### config.mk
export PLATFORM = sky130hd
export DESIGN_NAME = tl_vc_arbiter
export DESIGN_NICKNAME = d
export VERILOG_FILES = /design/src/rtl/tl_pkg.sv /design/src/rtl/tl_rr_arbiter.sv /design/src/rtl/tl_vc_arbiter.sv
export SDC_FILE = /design/constraint.sdc
export NUM_CORES = 1
export LEC_CHECK = 0
export ABC_AREA = 1
export ABC_CLOCK_PERIOD_IN_PS = 4170
export CORE_MARGIN = 4
export CORE_UTILIZATION = 40
export DETAILED_ROUTE_END_ITERATION = 6
export PLACE_DENSITY = 0.78
export RECOVER_POWER = 50
export SLEW_MARGIN = 20
export SYNTH_ARGS = -nofsm -noshare
export SYNTH_HDL_FRONTEND = slang
export SYNTH_SLANG_ARGS = --single-unit
### constraint.sdc
create_clock -name clk -period 4.17 [get_ports clk]
set_input_delay 1.251 -clock clk [delete_from_list [all_inputs] [get_ports clk]]
set_output_delay 1.251 -clock clk [all_outputs]
set_load 0.005 [all_outputs]
### src/rtl/tl_pkg.sv
// rtl/tl_pkg.sv - shared constants and phase encoding for the TL VC arbiter
package tl_pkg;

  localparam int DATA_W = 12;
  localparam int NUM_VC = 4;
  localparam int UMB_W  = 3;
  localparam int IDX_W  = 2;

  localparam logic [UMB_W-1:0] AF_RST = 3'd6;
  localparam logic [UMB_W-1:0] AE_RST = 3'd0;

  typedef enum logic [3:0] {
    ST_RESET  = 4'b0001,
    ST_INIT   = 4'b0010,
    ST_IDLE   = 4'b0100,
    ST_ACTIVE = 4'b1000
  } tl_state_t;

endpackage

### src/rtl/tl_rr_arbiter.sv
// rtl/tl_rr_arbiter.sv - combinational VC grant: round-robin after ptr, or fixed
// priority (VC0 highest) when TL_VC_ARB_PRIORITY_EN is defined
module tl_rr_arbiter
  import tl_pkg::*;
(
  input  logic [NUM_VC-1:0] req,
  input  logic [IDX_W-1:0]  ptr,
  output logic [NUM_VC-1:0] gnt,
  output logic [IDX_W-1:0]  gnt_idx
);

`ifdef TL_VC_ARB_PRIORITY_EN
  logic unused_ptr;
  assign unused_ptr = ^ptr;
`endif

  always_comb begin
    logic [IDX_W-1:0] idx;
    gnt     = '0;
    gnt_idx = '0;
    idx     = '0;
`ifdef TL_VC_ARB_PRIORITY_EN
    for (int i = NUM_VC - 1; i >= 0; i--) begin
      idx = IDX_W'(i);
      if (req[idx]) begin
        gnt      = '0;
        gnt[idx] = 1'b1;
        gnt_idx  = idx;
      end
    end
`else
    // Scan from farthest to nearest so the candidate right after ptr wins last.
    for (int k = NUM_VC; k >= 1; k--) begin
      idx = ptr + IDX_W'(k);
      if (req[idx]) begin
        gnt      = '0;
        gnt[idx] = 1'b1;
        gnt_idx  = idx;
      end
    end
`endif
  end

endmodule

### src/rtl/tl_vc_arbiter.sv
// rtl/tl_vc_arbiter.sv - phase FSM, threshold distribution and VC-to-output drain
// pipeline; TL_VC_ARB_PRIORITY_EN selects fixed-priority arbitration
module tl_vc_arbiter
  import tl_pkg::*;
(
  input  logic                     clk,
  input  logic                     reset,
  input  logic                     init,
  input  logic [UMB_W-1:0]         umbral_AF_in,
  input  logic [UMB_W-1:0]         umbral_AE_in,
  input  logic [NUM_VC*DATA_W-1:0] vc_data_in,
  input  logic [NUM_VC-1:0]        vc_empty,
  input  logic                     out_almost_full,
  output logic [3:0]               state,
  output logic [UMB_W-1:0]         umbral_AF_out,
  output logic [UMB_W-1:0]         umbral_AE_out,
  output logic [NUM_VC-1:0]        vc_pop,
  output logic                     out_push,
  output logic [DATA_W-1:0]        out_data,
  output logic [IDX_W-1:0]         grant_vc
);

  tl_state_t          st;
  logic [NUM_VC-1:0]  req;
  logic [NUM_VC-1:0]  gnt;
  logic [IDX_W-1:0]   gnt_idx;
  logic               pipe_vld;
  logic [IDX_W-1:0]   pipe_idx;
  logic [DATA_W-1:0]  sel_data;
  logic               busy;

  assign state = st;

  // A VC popped last cycle is masked: its registered empty flag is one cycle stale.
  assign req  = (st == ST_ACTIVE && !init && !out_almost_full) ? (~vc_empty & ~vc_pop) : '0;
  assign busy = (|vc_pop) | pipe_vld;

  always_comb begin
    sel_data = '0;
    for (int i = 0; i < NUM_VC; i++) begin
      if (pipe_idx == IDX_W'(i)) sel_data = vc_data_in[i*DATA_W +: DATA_W];
    end
  end

  tl_rr_arbiter u_arb (
    .req     (req),
    .ptr     (grant_vc),
    .gnt     (gnt),
    .gnt_idx (gnt_idx)
  );

  always_ff @(posedge clk or negedge reset) begin
    if (!reset) begin
      st            <= ST_RESET;
      umbral_AF_out <= AF_RST;
      umbral_AE_out <= AE_RST;
      vc_pop        <= '0;
      grant_vc      <= '0;
      pipe_vld      <= 1'b0;
      pipe_idx      <= '0;
      out_push      <= 1'b0;
      out_data      <= '0;
    end else begin
      vc_pop <= gnt;
      if (|gnt) grant_vc <= gnt_idx;

      // Popped word appears on the VC FIFO output one cycle after the pop.
      pipe_vld <= |vc_pop;
      pipe_idx <= grant_vc;
      out_push <= pipe_vld;
      if (pipe_vld) out_data <= sel_data;

      case (st)
        ST_RESET: st <= ST_INIT;
        ST_INIT: begin
          umbral_AF_out <= umbral_AF_in;
          umbral_AE_out <= umbral_AE_in;
          if (!init) st <= ST_IDLE;
        end
        ST_IDLE: begin
          if (init) st <= ST_INIT;
          else if (!(&vc_empty) && !out_almost_full) st <= ST_ACTIVE;
        end
        ST_ACTIVE: begin
          if (init) st <= ST_INIT;
          else if ((&vc_empty) && !busy) st <= ST_IDLE;
        end
        default: st <= ST_RESET;
      endcase
    end
  end

endmodule

==> flow_summary.json <==
{
  "ff2ff_setup_slack_ns": 1.74,
  "grt_pass1_wl_mm": 10.07,
  "fin_crit_ns": 3.041,
  "crit_buf_inv": 2,
  "path_clk_slew_ns": 0.06,
  "area_delta_synth_final_pct": 50.61,
  "ys_types": 29,
  "cts_sinks": 32,
  "clock_latency_ns": 0.27,
  "skew_ns": 0.003405,
  "cts_htree_levels": 2,
  "antenna_found_initial": 0,
  "fp.coreArea_um2": 4848,
  "track_usage_pct": 19.99,
  "end_kind": "flip-flop",
  "cp-startpoint": "init",
  "clk_path_buf_depth": 2,
  "globalplace.congestion": 0.9801,
  "path_delay_family": "simple AND/OR/NAND/NOR gates",
  "grt.overflow.total": 0,
  "cap_violations": 1,
  "place_hpwl_mm": 4.982,
  "rsz0062_at_grt": "no",
  "relSlewSlack_pct": -9.221,
  "rows": 25,
  "start_util_pct": 42.53,
  "hp-class": "flip-flop to flip-flop",
  "r2r-end": "grant_vc[0]",
  "ant_nets": 0,
  "yosys.area.top_type": "dfrtp_1",
  "setup_violations": 0,
  "n_antenna_cell": 0,
  "synthCells": 280,
  "syn_nets": 346,
  "cp_data_arrival_time_ns": 3.21,
  "yosys_register_bits": 32,
  "drt_wl_total_mm": 6.273,
  "hold_depth": 0,
  "port_buffers": 90,
  "clock-root-buffer": "clkbuf_8",
  "layout-drive-gt1-share_pct": 11.08,
  "grt_max_degree": 33,
  "die_w_um": 79.80,
  "cts_tree": "built",
  "seq_area_frac_synth_pct": 39.02,
  "cp_slowest_stage_delay_ns": 0.45,
  "wl_per_cell_um": 14.35,
  "synth_top_area_share_pct": 35.19,
  "nNetsFinal": 435,
  "firstDrtPassIters": 4,
  "worst_path_most_repeated_cell": "nand2_1",
  "finalMaxSlewViolations": 33,
  "final_util_pct": 64.05,
  "fin_crit_sh_pct": 72.92,
  "power.leakage_uw": 0.001419,
  "tightest_slew_ns": 1.638,
  "vias": 2215,
  "design.die.area_um2": 6367,
  "fmax_mhz": 328.9,
  "hold_ws_ns": 0.4076,
  "post-route-drc-count": 0,
  "p_per_area_nw_per_um2": 604.3,
  "cts_buffers": 5,
  "cp_max_fo": 9,
  "drtIter0Drc": 97,
  "cts_resized": 0,
  "grt_pass1_vias": 2080,
  "irDropWorstVdd_mv": 0.3057,
  "start_kind": "input port",
  "cp.required_ns": 4.34,
  "die_h_um": 79.80,
  "failed_checks": "capacitance limit, slew limit",
  "io_pins": 91,
  "setup_ws_ns": 1.129,
  "status": "complete, but fails checks",
  "final_cell_mix": "91 x nand2_1, 81 x clkdlybuf4s50_1, 37 x nand3_1",
  "crit_end": "grant_vc[0]",
  "timing.final.hold_violations": 0,
  "post-place-ws_ns": 0.8459,
  "ctsHoldBuffers": 0,
  "cp.depth": 17,
  "yosysWarnings": 0,
  "crit_type": "input port to flip-flop",
  "syn_avg_cell_area_um2": 7.364,
  "synth_area_um2": 2062,
  "r2r_start": "grant_vc[0]",
  "final_common_cell": "nand2_1",
  "crit_chain": "clkdlybuf4s50_1, inv_2, nand3_2, nor2_4, nand3_2, nand2_1, nand2_1, nand2_2, nand2_1, o21ai_1, nand2_1, nand2_2, nor2_2, nand2_2, nand2_1, nand2_1, nand2_1",
  "reg2regPathDepth": 14,
  "vias_per_cell": 5.069,
  "post_cts_buffers": 0,
  "synthTopCellsByArea": "dfrtp_1 35%, nand2_1 17%, nand3_1 9.0%",
  "setup_tns_ns": 0,
  "crit_slowest_cell": "clkdlybuf4s50_1"
}
layer usage:
| layer | vias to the layer above | GRT usage (%) | share of wire, % |
|---|---|---|---|
| met1 | 1019 | 26.56 | 44 |
| met3 | 11 | 3.273 | 5.3 |
| met2 | 68 | 33.81 | 49 |
| met4 | 0 | 5.068 | 1.9 |
| li1 | 1117 | - | - |
| met5 | - | 0 | 0 |
Yosys cell counts:
master / count
a32o_1: 1
dfstp_2: 3
nor2_1: 14
inv_1: 17
nand4_1: 4
nand2_1: 91
or4_1: 1
o21ai_0: 14
inv_2: 3
nor2_2: 9
o31ai_1: 1
nor2_4: 2
o311ai_0: 1
a31oi_1: 1
clkbuf_1: 7
nor3_1: 5
a221oi_1: 12
buf_4: 1
nand3_2: 6
buf_6: 1
a21oi_1: 3
ha_1: 4
or2_1: 1
clkinv_2: 1
o21ai_1: 1
dfrtp_1: 29
nand2_2: 8
nand2_4: 2
nand3_1: 37
registers in the layout, summed over array words and instances, names as in the netlist:
name	count
state	4
vc_pop	4
pipe_vld	1
umbral_AF_out	3
grant_vc	2
out_push	1
out_data	12
umbral_AE_out	3
pipe_idx	2
power breakdown:
part           internal, uW  total [uW]  switching, uW
Combinational           490        1050            561
Clock                   150         253            103
Sequential              458         573            115
Total                  1100        1880            778
through the flow:
step | total power [uW] | instances | area, um2
after CTS | 1897 | 437 | 3109
after global placement | 1616 | 429 | 3009
after detailed placement | 1634 | 429 | 3009
after global routing | 2048 | 437 | 3105
after floorplan | 1189 | 280 | 2062
final | 1877 | 437 | 3105
cell families after synthesis:
group                    count (synthesis)  share of synthesized area (%)
AO/OA/AOI/OAI                           34                          11.04
adder cells (fa/ha/maj)                  4                          2.427
buffers and inverters                   30                          6.068
flip-flops                              32                          39.02
AND/OR/NAND/NOR                        180                          41.44
cell type report:
type                       instances  area, um2
tap                               67      83.83
timing repair buffer              91      904.6
multi-input combinational        218       1132
sequential                        32      804.5
fill                             450       1743
clock buffer                       8      100.1
inverter                          21      80.08
worst reg2reg max path, cell delays in order (launching register included):
cell     delay, ns
dfrtp_1       0.66
inv_2         0.19
ha_1          0.41
inv_1         0.15
nand3_2       0.10
nand2_4       0.14
nand2_4       0.09
nor2_1        0.16
nor2_2        0.05
nand2_2       0.07
nor2_2        0.04
nand2_2       0.09
nand2_1       0.06
nand2_1       0.06
nand2_1       0.05
worst min path at each step:
stage	startpoint	to	slack [ns]
floorplan	pipe_vld	out_push	0.37
global placement	pipe_vld	out_push	0.40
detailed placement	pipe_vld	out_push	0.40
CTS	pipe_vld	out_push	0.41
global route	pipe_vld	out_push	0.43
finish	pipe_vld	out_push	0.41
Power figures use the tool's default switching activity.
